===== src/rtl/hub75_rx_if.sv =====
// Pixel stream leaving the HUB75 receiver: one column per beat with valid/ready flow control.
interface hub75_rx_if #(
    parameter int WIDTH = 64
);
    localparam int COLW = $clog2(WIDTH);

    logic            out_VALID;
    logic            in_READY;
    logic [COLW-1:0] out_COL;
    logic [4:0]      out_ROW;
    logic [2:0]      out_RGB0;
    logic [2:0]      out_RGB1;
    logic            out_LAST;

    modport master (
        output out_VALID,
        output out_COL,
        output out_ROW,
        output out_RGB0,
        output out_RGB1,
        output out_LAST,
        input  in_READY
    );

    modport slave (
        input  out_VALID,
        input  out_COL,
        input  out_ROW,
        input  out_RGB0,
        input  out_RGB1,
        input  out_LAST,
        output in_READY
    );
endinterface


===== src/rtl/hub75_rx.sv =====
// HUB75 receiver: oversamples the panel link, rebuilds each latched line and
// streams it column by column; also reports nOE on-time and link errors.
module hub75_rx #(
    parameter int WIDTH = 64,
    parameter int CNTW  = 16
) (
    input  logic            clk,
    input  logic            rstn,
    input  logic [2:0]      in_RGB0,
    input  logic [2:0]      in_RGB1,
    input  logic            in_SCREEN_CLOCK,
    input  logic            in_LATCH,
    input  logic            in_nOE,
    input  logic [4:0]      in_ABCDE,
    hub75_rx_if.master      pix,
    output logic [CNTW-1:0] out_ON_CYCLES,
    output logic            out_ERR_COUNT,
    output logic            out_ERR_OVF
);

    localparam int COLW = $clog2(WIDTH);
    localparam int KW   = $clog2(WIDTH + 2);
    localparam int SW   = 14;

    localparam logic [COLW-1:0] COL_LAST = COLW'(WIDTH - 1);
    localparam logic [KW-1:0]   K_FULL   = KW'(WIDTH);
    localparam logic [KW-1:0]   K_SAT    = KW'(WIDTH + 1);

    typedef enum logic {
        IDLE,
        DRAIN
    } state_t;

    // ------------------------------------------------------------------
    // Input synchroniser and edge registers
    // ------------------------------------------------------------------
    logic [SW-1:0] sync1_q;
    logic [SW-1:0] sync2_q;
    logic          sclk_prev_q;
    logic          latch_prev_q;

    logic [2:0] rgb0_s;
    logic [2:0] rgb1_s;
    logic       sclk_s;
    logic       latch_s;
    logic       noe_s;
    logic [4:0] abcde_s;
    logic       sclk_rise;
    logic       latch_rise;

    assign {abcde_s, noe_s, latch_s, sclk_s, rgb1_s, rgb0_s} = sync2_q;

    assign sclk_rise  = sclk_s & ~sclk_prev_q;
    assign latch_rise = latch_s & ~latch_prev_q;

    always_ff @(posedge clk or negedge rstn) begin
        if (!rstn) begin
            sync1_q      <= '0;
            sync2_q      <= '0;
            sclk_prev_q  <= 1'b0;
            latch_prev_q <= 1'b0;
        end else begin
            sync1_q      <= {in_ABCDE, in_nOE, in_LATCH, in_SCREEN_CLOCK, in_RGB1, in_RGB0};
            sync2_q      <= sync1_q;
            sclk_prev_q  <= sclk_s;
            latch_prev_q <= latch_s;
        end
    end

    // ------------------------------------------------------------------
    // Shift counter, error flags and nOE monitor
    // ------------------------------------------------------------------
    logic [KW-1:0]   k_q;
    logic [KW-1:0]   k_d;
    logic [KW-1:0]   k_shift;
    logic            shift_wr;
    logic [COLW-1:0] k_idx;

    logic            err_count_q;
    logic            err_count_d;
    logic            err_ovf_q;
    logic            err_ovf_d;
    logic [CNTW-1:0] on_cnt_q;
    logic [CNTW-1:0] on_cnt_d;
    logic [CNTW-1:0] on_out_q;
    logic [CNTW-1:0] on_out_d;

    assign shift_wr = sclk_rise && (k_q < K_FULL);
    assign k_idx    = k_q[COLW-1:0];

    // The shift of this cycle is folded in before the latch judges the count.
    always_comb begin
        k_shift = k_q;
        if (sclk_rise && (k_q != K_SAT)) begin
            k_shift = k_q + 1'b1;
        end
        k_d         = latch_rise ? '0 : k_shift;
        err_count_d = err_count_q | (latch_rise && (k_shift != K_FULL));
    end

    always_comb begin
        on_cnt_d = on_cnt_q;
        on_out_d = on_out_q;
        if (latch_rise) begin
            on_cnt_d = '0;
            on_out_d = on_cnt_q;
        end else if (!noe_s && (on_cnt_q != {CNTW{1'b1}})) begin
            on_cnt_d = on_cnt_q + 1'b1;
        end
    end

    // ------------------------------------------------------------------
    // Drain FSM
    // ------------------------------------------------------------------
    state_t          state_q;
    state_t          state_d;
    logic [COLW-1:0] col_q;
    logic [COLW-1:0] col_d;
    logic [4:0]      row_q;
    logic [4:0]      row_d;
    logic            load;

    always_comb begin
        state_d   = state_q;
        col_d     = col_q;
        row_d     = row_q;
        err_ovf_d = err_ovf_q;
        load      = 1'b0;
        case (state_q)
            IDLE: begin
                if (latch_rise) begin
                    load    = 1'b1;
                    row_d   = abcde_s;
                    col_d   = '0;
                    state_d = DRAIN;
                end
            end
            DRAIN: begin
                // A line that lands while the buffer is busy is dropped.
                if (latch_rise) begin
                    err_ovf_d = 1'b1;
                end
                if (pix.in_READY) begin
                    if (col_q == COL_LAST) begin
                        col_d   = '0;
                        state_d = IDLE;
                    end else begin
                        col_d = col_q + 1'b1;
                    end
                end
            end
            default: begin
                state_d = IDLE;
            end
        endcase
    end

    always_ff @(posedge clk or negedge rstn) begin
        if (!rstn) begin
            state_q     <= IDLE;
            col_q       <= '0;
            row_q       <= '0;
            k_q         <= '0;
            err_count_q <= 1'b0;
            err_ovf_q   <= 1'b0;
            on_cnt_q    <= '0;
            on_out_q    <= '0;
        end else begin
            state_q     <= state_d;
            col_q       <= col_d;
            row_q       <= row_d;
            k_q         <= k_d;
            err_count_q <= err_count_d;
            err_ovf_q   <= err_ovf_d;
            on_cnt_q    <= on_cnt_d;
            on_out_q    <= on_out_d;
        end
    end

    // ------------------------------------------------------------------
    // Pixel storage: capture register and drain buffer
    // ------------------------------------------------------------------
    logic [5:0] shift_q  [WIDTH];
    logic [5:0] rowbuf_q [WIDTH];

    always_ff @(posedge clk) begin
        if (shift_wr) begin
            shift_q[k_idx] <= {rgb1_s, rgb0_s};
        end
        if (load) begin
            for (int i = 0; i < WIDTH; i++) begin
                rowbuf_q[i] <= (shift_wr && (k_idx == COLW'(i))) ? {rgb1_s, rgb0_s} : shift_q[i];
            end
        end
    end

    // ------------------------------------------------------------------
    // Outputs
    // ------------------------------------------------------------------
    logic draining;

    assign draining      = (state_q == DRAIN);
    assign pix.out_VALID = draining;
    assign pix.out_COL   = col_q;
    assign pix.out_ROW   = row_q;
    assign pix.out_RGB0  = draining ? rowbuf_q[col_q][2:0] : 3'b000;
    assign pix.out_RGB1  = draining ? rowbuf_q[col_q][5:3] : 3'b000;
    assign pix.out_LAST  = draining && (col_q == COL_LAST);

    assign out_ON_CYCLES = on_out_q;
    assign out_ERR_COUNT = err_count_q;
    assign out_ERR_OVF   = err_ovf_q;

endmodule


===== src/flat_wrapper.sv =====
// flat-port wrapper written by rule: the top's interface ports become plain ports
module hub75_rx_flat 
#(
    parameter int WIDTH = 64,
    parameter int CNTW  = 16
)
  (clk, rstn, in_RGB0, in_RGB1, in_SCREEN_CLOCK, in_LATCH, in_nOE, in_ABCDE, out_ON_CYCLES, out_ERR_COUNT, out_ERR_OVF, pix_out_VALID, pix_out_COL, pix_out_ROW, pix_out_RGB0, pix_out_RGB1, pix_out_LAST, pix_in_READY);
  hub75_rx_if #(.WIDTH(WIDTH)) pix_i ();
  input  logic clk;
  input  logic rstn;
  input  logic [2:0] in_RGB0;
  input  logic [2:0] in_RGB1;
  input  logic in_SCREEN_CLOCK;
  input  logic in_LATCH;
  input  logic in_nOE;
  input  logic [4:0] in_ABCDE;
  output logic [CNTW-1:0] out_ON_CYCLES;
  output logic out_ERR_COUNT;
  output logic out_ERR_OVF;
  output wire logic [$bits(pix_i.out_VALID)-1:0] pix_out_VALID;
  output wire logic [$bits(pix_i.out_COL)-1:0] pix_out_COL;
  output wire logic [$bits(pix_i.out_ROW)-1:0] pix_out_ROW;
  output wire logic [$bits(pix_i.out_RGB0)-1:0] pix_out_RGB0;
  output wire logic [$bits(pix_i.out_RGB1)-1:0] pix_out_RGB1;
  output wire logic [$bits(pix_i.out_LAST)-1:0] pix_out_LAST;
  input wire logic [$bits(pix_i.in_READY)-1:0] pix_in_READY;
  assign pix_out_VALID = pix_i.out_VALID;
  assign pix_out_COL = pix_i.out_COL;
  assign pix_out_ROW = pix_i.out_ROW;
  assign pix_out_RGB0 = pix_i.out_RGB0;
  assign pix_out_RGB1 = pix_i.out_RGB1;
  assign pix_out_LAST = pix_i.out_LAST;
  assign pix_i.in_READY = pix_in_READY;
  hub75_rx #(.WIDTH(WIDTH), .CNTW(CNTW)) u_core (.clk(clk), .rstn(rstn), .in_RGB0(in_RGB0), .in_RGB1(in_RGB1), .in_SCREEN_CLOCK(in_SCREEN_CLOCK), .in_LATCH(in_LATCH), .in_nOE(in_nOE), .in_ABCDE(in_ABCDE), .pix(pix_i), .out_ON_CYCLES(out_ON_CYCLES), .out_ERR_COUNT(out_ERR_COUNT), .out_ERR_OVF(out_ERR_OVF));
endmodule

===== config.mk =====
export PLATFORM = sky130hd
export DESIGN_NAME = hub75_rx_flat
export DESIGN_NICKNAME = d
export VERILOG_FILES = /design/src/rtl/hub75_rx_if.sv /design/src/rtl/hub75_rx.sv /design/src/flat_wrapper.sv
export SDC_FILE = /design/constraint.sdc
export NUM_CORES = 1
export LEC_CHECK = 0
export ABC_AREA = 0
export CORE_UTILIZATION = 40
export DETAILED_ROUTE_END_ITERATION = 6
export GPL_TIMING_DRIVEN = 0
export PLACE_DENSITY = 0.65
export SLEW_MARGIN = 20
export SYNTH_ARGS = -nofsm -noshare
export SYNTH_HDL_FRONTEND = slang
export SYNTH_SLANG_ARGS = --single-unit

===== constraint.sdc =====
create_clock -name clk -period 38.4 [get_ports clk]
set_clock_uncertainty 0.2 [all_clocks]
set_input_delay 5.76 -clock clk [delete_from_list [all_inputs] [get_ports clk]]
set_output_delay 5.76 -clock clk [all_outputs]
set_load 0.01 [all_outputs]

## Yosys cells after proc, flatten, opt, wreduce, memory -nomap -nowiden

Memory sizes are Yosys's and may differ from the RTL's.
Index checks and enable logic that the tools add are counted.

- ROM bits: 0
- Output and inout bits: 37
- Memories kept: 2
- Memory bits (writable): 768
- Latch bits: 0
- Word-level logic and storage cells: 251
- Input bits: 17
- Register bits after elaboration: 83

Memories:

| memory | words | bits a word | rd ports | clocked after Yosys merged registers in | write ports | line | text |
|---|---|---|---|---|---|---|---|
| u_core.rowbuf_q | 64 | 6 | 1 | 0 | 64 | hub75_rx.sv:184 | `logic [5:0] rowbuf_q [WIDTH];` |
| u_core.shift_q | 64 | 6 | 64 | 0 | 1 | hub75_rx.sv:183 | `logic [5:0] shift_q [WIDTH];` |

- Div/mod/pow operators: 0
- Multipliers: 0
- Shift operators: 0
- Reductions and logical operators: 75
- Equality and inequality tests: 69
- Magnitude comparators: 1
- Multiplexer cells: 83
- Bitwise logic cells: 6
- Add/subtract/negate cells: 3

Operators with widths:

| operator | number |
|---|---|
| 6-bit 2-to-1 mux | 67 |
| 6-bit == test, second input constant | 33 |
| 6-bit by 5-bit == test with 1-bit output, second input constant | 16 |
| 1-bit logical AND | 69 |
| 6-bit by 4-bit == test with 1-bit output, second input constant | 8 |
| 16-bit 2-to-1 mux | 2 |
| 6-bit by 3-bit == test with 1-bit output, second input constant | 4 |
| 16-bit by 1-bit adder with 16-bit output, second input constant | 1 |
| 16-bit inequality test, second input constant | 1 |
| 7-bit 2-to-1 mux | 2 |
| 7-bit inequality test, second input constant | 2 |
| 6-bit by 2-bit == test with 1-bit output, second input constant | 2 |
| 6-bit case mux with 2 select lines | 1 |
| 1-bit 2-to-1 mux | 8 |
| 7-bit by 1-bit adder with 7-bit output, second input constant | 1 |
| 7-bit < comparator, second input constant | 1 |
| 6-bit by 1-bit adder with 6-bit output, second input constant | 1 |
| 6-bit by 1-bit == test with 1-bit output, second input constant | 1 |
| 6-bit zero test | 1 |
| 3-bit 2-to-1 mux | 2 |
| 2-bit AND reduction | 3 |
| 1-bit inverter | 3 |
| 1-bit bitwise AND | 2 |
| 2-bit by 1-bit inequality test with 1-bit output, second input constant | 1 |
| other kinds (5) | 5 |

## Depth between registers and ports, before layout

Gate-level depths: netlist of the first run.

- Word-level depth: 7
- Gate-level depth with buffers: 9

## Least setup slack after synthesis of the first run

OpenSTA, ideal clock, no wires.

- Kind: register to register
- Start: register u_core.latch_prev_q
- End: register u_core.row_q[0], in the netlist u_core.pix.out_ROW[0]
- Path slack: 19.347 ns
- Data required time: 38.049 ns
- Library setup time: 0.151 ns
- Data arrival time: 18.703 ns
- Cell stages (with the launch flop): 4
- Cells stage by stage: dfrtp_1 nand2b_1 nor2_1 mux2_2

- Longest elaborated chain between the ends: 3

RTL lines:

| what | line | text |
|---|---|---|
| start, declared | hub75_rx.sv:40 | `logic latch_prev_q;` |
| start signal, assigned | hub75_rx.sv:66 | `latch_prev_q <= latch_s;` |
| 1-bit inverter | hub75_rx.sv:54 | `assign latch_rise = latch_s & ~latch_prev_q;` |
| 1-bit bitwise AND | hub75_rx.sv:54 |  |
| 2-bit AND reduction (no source line) | n/a |  |
| end signal, assigned | hub75_rx.sv:171 | `row_q <= row_d;` |
| end, declared | hub75_rx.sv:119 | `logic [4:0] row_q;` |

No other way between the ends.
A chain may end at the register's enable or synchronous reset.

## Worst setup path in the final report of the first run

- Start: register u_core.col_q[0], in the netlist u_core.pix.out_COL[0]
- End: output port pix_out_RGB1[1]

- Longest elaborated chain between the ends: 2

RTL lines:

| what | line | text |
|---|---|---|
| start, declared | hub75_rx.sv:117 | `logic [COLW-1:0] col_q;` |
| start signal, assigned | hub75_rx.sv:170 | `col_q <= col_d;` |
| memory read 64 x 6 bit | n/a |  |
| 3-bit 2-to-1 mux | hub75_rx.sv:207 | `assign pix.out_RGB1 = draining ? rowbuf_q[col_q][5:3] : 3'b000;` |
| end, declared | flat_wrapper.sv:24 | `output wire logic [$bits(pix_i.out_RGB1)-1:0] pix_out_RGB1;` |

No other way between the ends.

==> run_results.csv, run 1 <==
group,metric,value,unit
floorplan,io_pins,54,
sta,setup_viol,0,
clock_network,cts_resized,0,
sta,post-route-min-period,10240,ps
logic_synthesis,synthAdderAreaFrac,0.00214,
detailed_routing,ant_nets,0,
clock_network,clk_pin_slew,70,ps
logic_synthesis,synth_top_area_share,0.658,
floorplan,core,86800,um^2
logic_synthesis,yosys.area.top_type,"edfxtp_1",
logic_synthesis,synth_cell_types,55,
layout,multi_input_area,9370,um^2
layout,fin_nets,2143,
logic_synthesis,avgSynthCellArea,17.9,um^2
sta,max_clock_freq,0.0977,GHz
floorplan,start_util,0.404,
grt,grt_pass1_vias,19400,
clock_network,insertion_delay,660,ps
critical_path,critical_path_class,"register to output pin",
logic_synthesis,syn_nets,1977,
sta,timing.final.crit_share,0.267,
place,dp_slack,28980,ps
power_and_ir_drop,p_total,2.23,mW
layout,drive_gt1_frac,0.322,
detailed_routing,wire_per_inst,27.6,um
detailed_routing,drc_errors,0,
place,placed_cell_area,37600,um^2
layout,mostFrequentLayoutCells,"768 x edfxtp_1, 387 x mux2_2, 107 x nand2_1",
logic_synthesis,synthMuxAreaShare,0.198,
power_and_ir_drop,power.leakage,13.0,nW
hold_path,holdCritPathClass,"register to register",
floorplan,die-area,88900,um^2
clock_network,cts_sinks,851,
floorplan,fp.dieW,298,um
critical_path,crit_arrival,4280,ps
detailed_routing,drt_first_pass_iters,5,
logic_synthesis,synth_compound_area_frac,0.0152,
detailed_routing,routed_via_density,5.55,
power_and_ir_drop,peakVddDrop,0.0468,mV
run_status,outcome,"finished, final reports clean",
place,dpl.hpwl,63300,um
clock_network,postCtsSetupBuffers,0,
logic_synthesis,synthFlopType,"edfxtp_1",
layout,n_antenna_cell,0,
sta,rsz0062_at_grt,"no",
critical_path,slowest_stage,"clkdlybuf4s50_1",
clock_network,cts_buffer_depth,3,
power_and_ir_drop,powerDensity,55.2,nW/um^2
grt,grt_overflow_total,0,
sta,holdWs,139,ps
critical_path,path_max_fanout,10,
clock_network,cts_hold_buf,0,
logic_synthesis,ys_warn_count,0,
logic_synthesis,synth_xor_area_frac,0.00500,
logic_synthesis,synth_top_family_by_area,"multiplexers",
critical_path,critical_path.endpoint_type,"output pin",
clock_network,clock-root-buffer,"clkbuf_16",
place,place.gp.congestion,0.961,
grt,antenna_found_initial,3,
grt,grt_max_degree,66,
clock_network,cts_tree,"done",
logic_synthesis,synthSimpleGateAreaFrac,0.0468,
logic_synthesis,async_reset_ff_frac,0.0975,
logic_synthesis,netlist_area,35100,um^2
critical_path,cp.required,32440,ps
sta,maxSlewViolCount,0,
logic_synthesis,synth_area_leaders,"edfxtp_1 66%, mux2_2 12%, dfrtp_1 5.9%",
logic_synthesis,synth_edf_count,768,
logic_synthesis,synthCells,1954,
sta,hold_viol,0,
grt,grt_usage,0.209,
detailed_routing,via_count,18600,
sta,fin_ws,28160,ps
detailed_routing,drt_iter0_drc,2114,
layout,synthToLayoutAreaGrowth,15.2,%
grt,grt_pass1_wl,134000,um
critical_path,crit_chain,"buf_6 > buf_6 > buf_6 > buf_6 > buf_6 > mux2i_1 > a221oi_1 > o21ai_0 > a31oi_1 > clkdlybuf4s50_1",
sta,tightestPinTransition,1150,ps
place,portBuffers,52,
layout,regArea,25200,um^2
layout,design_area,40400,um^2
sta,tns,0,ps
flow_run,drv_cap,0,
layout,n_fill_cell,7320,
logic_synthesis,synth_sequential_area_ratio,0.717,
floorplan,fp.dieH,298,um
critical_path,start_kind,"register",
critical_path,critPathMostFrequentCell,"buf_6",
logic_synthesis,synth_seq_cells,851,
critical_path,critPathMaxStageDelay,610,ps
clock_network,cts-htree-levels,3,
sta,relSlewSlack,0.232,
clock_network,cts_buffers,89,
floorplan,rows,108,
detailed_routing,wl,92600,um
layout,final_common_cell,"edfxtp_1",
## sequential cells by signal, indices dropped and copies added, names as in the netlist
register	flops
u_core.k_q	7
u_core.on_cnt_q	16
u_core.sync2_q	14
u_core.sync1_q	14
u_core.out_ON_CYCLES	16
u_core.pix.out_VALID	1
u_core.pix.out_COL	6
u_core.rowbuf_q	384
u_core.shift_q	384
u_core.out_ERR_COUNT	1
u_core.pix.out_ROW	5
u_core.sclk_prev_q	1
u_core.latch_prev_q	1
u_core.out_ERR_OVF	1
## area by class of cell
type,count,share of cell area
inverter,6,0.000558
tap,1155,0.0358
sequential,851,0.623
multi-input combinational,982,0.232
buffer,115,0.0135
clock inverter,49,0.0105
clock buffer,115,0.0586
timing repair buffer,75,0.0261
## layer usage
layer	wire [um]	global-route usage
met5	13	0
met4	3230	0.0784
met3	5930	0.0354
met2	44100	0.336
met1	39300	0.284
## synth_stat cells (3+ instances only)
cell type and number:
o22ai_1 5, o21ai_0 18, nor2_2 28, ha_1 6, or3_1 9, nor2b_1 10, xor2_1 7, mux2i_1 27
dfrtp_1 83, mux2_1 21, nor2_1 102, and4_1 5, buf_4 6, mux2_2 387, nand2b_1 7, xnor2_1 13
nor3_1 10, buf_2 23, inv_1 6, and2_1 4, a22oi_1 4, o211ai_1 4, a32oi_1 4, nand3_1 42
a31oi_1 9, buf_1 9, a21boi_0 3, edfxtp_1 768, nand2_1 107, nand4_1 7, a21oi_1 14, nor4_1 5
clkbuf_1 69, mux4_2 92, buf_6 8, a41oi_1 5
## worst max-delay path, delay by kind of cell, from the launching register on
family,cells,cell delay [ps]
muxes,1,170
buffers and inverters,6,1820
DFF,1,530
AOI/OAI and AO/OA,3,1050
## through the flow
step	cells	util
after floorplan	1954	-
after global placement	3161	0.427
after detailed placement	3184	0.433
after CTS	3348	0.466
after global routing	3348	0.466
final	3348	0.466
## power breakdown
group / leakage (nW) / internal (mW) / switching (mW)
Combinational: 3.69 / 0.142 / 0.233
Clock: 1.36 / 0.465 / 0.362
Sequential: 7.95 / 1.02 / 0.0126
## path summary, 6_finish.rpt
path / from / to / slack [ps] / depth (start not counted)
max in group asynchronous: rstn / u_core.sync2_q[4] / 32470 / 2
worst min-delay path: u_core.sync1_q[6] / u_core.sync2_q[6] / 140 / 0
worst min register to register: u_core.sync1_q[6] / u_core.sync2_q[6] / 140 / 0
min in group asynchronous: rstn / u_core.out_ON_CYCLES[15] / 4880 / 1
worst max register to register: u_core.k_q[0] / u_core.rowbuf_q[60][5] / 34490 / 7
worst max-delay path: u_core.pix.out_COL[0] / pix_out_RGB1[1] / 28160 / 10
## logic make-up (layout without fill, tap and decap cells)
group / Yosys count / after routing
multiplexers: 527 / 527
AO/OA/AOI/OAI: 80 / 80
buffers and inverters: 121 / 360
AND/OR/NAND/NOR: 349 / 349
adder cells (fa/ha/maj): 6 / 6
XOR/XNOR: 20 / 20
flip-flops: 851 / 851
No activity file was read; power rests on OpenSTA's default activity.
==> inputs of run 2 (changes only) <==
- PLACE_DENSITY: 0.65 -> 0.67
- clock period: 38.4 -> 8.5 ns (I/O delays scaled with it)
==> run 2 against run 1 <==
Compared with the run above: sequential power grew to 4.5 times the previous value; critical path depth is 1 lower; largest cell class unchanged; via count is 1.1% higher; combinational power grew to 4.4 times the previous value; sequential share of layout area is 0.085 points higher; register-to-register slack worse by 30000 ps; core utilization is 0.063 points lower; worst setup slack worse by 26000 ps; global-route usage is 0.64 points lower; non-clock buffer count is 2 lower; clock-buffer cell count is 7 lower.
==> run_results.csv, run 2 (synthesis results as in run 1) <==
group,metric,value,unit
layout,drive_gt1_frac,0.324,
sta,tightestPinTransition,1200,ps
hold_path,holdCritStartpoint,"u_core.sync1_q[1]",
clock_network,cts_hold_buf,0,
floorplan,rows,108,
place,portBuffers,52,
detailed_routing,drt_iter0_drc,2059,
run_status,outcome,"finished, final reports clean",
clock_network,cts_sinks,851,
clock_network,cts-htree-levels,3,
grt,grt_usage,0.202,
layout,mostFrequentLayoutCells,"768 x edfxtp_1, 387 x mux2_2, 107 x nand2_1",
clock_network,clock-root-buffer,"clkbuf_16",
floorplan,start_util,0.404,
critical_path,crit_arrival,4390,ps
critical_path,start_kind,"register",
detailed_routing,ant_nets,0,
detailed_routing,drt_first_pass_iters,7,
place,place.gp.congestion,0.967,
sta,maxSlewViolCount,0,
layout,postLayoutCoreUtil,0.465,
layout,top_regs,"u_core.rowbuf_q x384, u_core.shift_q x384",
hold_path,worstHoldEndpoint,"u_core.sync2_q[1]",
detailed_routing,wire_per_inst,26.9,um
critical_path,critical_path_class,"register to output pin",
detailed_routing,wl,89800,um
critical_path,r2r_cells,7,
layout,final_cells,3337,
power_and_ir_drop,power.leakage,13.0,nW
detailed_routing,via_count,18800,
layout,n_antenna_cell,0,
critical_path,cp-startpoint,"u_core.pix.out_COL[1]",
place,dp_cells,3182,
sta,timing.final.crit_share,0.690,
grt,grt_pass1_vias,19300,
critical_path,cp.required,7030,ps
sta,hold_viol,0,
sta,holdWs,147,ps
clock_network,insertion_delay,640,ps
sta,relSlewSlack,0.198,
floorplan,fp.dieH,298,um
layout,synthToLayoutAreaGrowth,15.0,%
sta,max_clock_freq,0.171,GHz
floorplan,die-area,88900,um^2
sta,tns,0,ps
clock_network,cts_resized,0,
clock_network,clk_pin_slew,60,ps
place,dpl.hpwl,61000,um
detailed_routing,drc_errors,0,
flow_run,drv_cap,0,
grt,grt_overflow_total,0,
layout,final_common_cell,"edfxtp_1",
clock_network,cts_tree,"done",
critical_path,r2r_end,"u_core.rowbuf_q[58][4]",
clock_network,postCtsSetupBuffers,0,
clock_network,cts_buffer_depth,3,
clock_network,cts_buffers,85,
layout,n_fill_cell,7258,
sta,post-route-min-period,5860,ps
power_and_ir_drop,powerDensity,251,nW/um^2
critical_path,critical_path.endpoint_type,"output pin",
grt,antenna_found_initial,2,
grt,grt_max_degree,66,
floorplan,io_pins,54,
critical_path,r2r_slack,4760,ps
detailed_routing,routed_via_density,5.63,
critical_path,path_max_fanout,10,
power_and_ir_drop,p_total,10.1,mW
hold_path,holdCritPathClass,"register to register",
layout,fin_nets,2137,
floorplan,core,86800,um^2
floorplan,fp.dieW,298,um
sta,rsz0062_at_grt,"no",
hold_path,min_path_cells,0,
sta,setup_viol,0,
grt,grt_pass1_wl,131000,um
power_and_ir_drop,peakVddDrop,0.236,mV
critical_path,reg2reg_from,"u_core.k_q[0]",
==> run 2: cell type report <==
class	count	area, um^2	share of cell area
buffer	115	543	0.0135
clock buffer	108	2260	0.0561
clock inverter	47	531	0.0132
inverter	6	22.5	0.000558
multi-input combinational	982	9380	0.233
sequential	851	25200	0.624
tap	1155	1450	0.0358
timing repair buffer	73	991	0.0246
==> run 2: critical path: stages, from the launching register on <==
cell	delay, ps
dfrtp_1	500
buf_2	250
buf_2	400
buf_2	490
mux4_2	400
mux2i_1	310
nand2_1	100
a32oi_1	550
a41oi_1	160
clkdlybuf4s50_1	570
==> run 2: metrics by stage <==
step                setup WS (ps)  cell area (um^2)
finish                       2640             40300
global route                 2590             40300
CTS                          2770             40300
detailed placement           3460             37500
global placement            -1500             37000
floorplan                    1190             35100
==> run 2: per-layer routing <==
metal	part of all wire	wire length, um	global-route usage
met1	0.40	36000	0.264
met2	0.49	43800	0.334
met3	0.074	6610	0.0364
met4	0.038	3370	0.0828
met5	0.000078	7	0
==> run 2: worst max path at each step <==
stage                             to  cells past startpoint
2_1_floorplan  u_core.pix.out_ROW[0]                      3
3_3_place_gp   u_core.pix.out_ROW[0]                      3
3_5_place_dp         pix_out_RGB0[2]                      9
4_1_cts              pix_out_RGB0[2]                      9
5_1_grt              pix_out_RGB1[2]                      9
6_report             pix_out_RGB0[0]                      9
==> run 2: where the power goes <==
part / internal (mW) / leakage (nW) / total, mW / switching [mW]
logic: 0.639 / 3.66 / 1.66 / 1.02
registers: 4.59 / 7.95 / 4.66 / 0.0730
clock network: 2.22 / 1.37 / 3.80 / 1.57
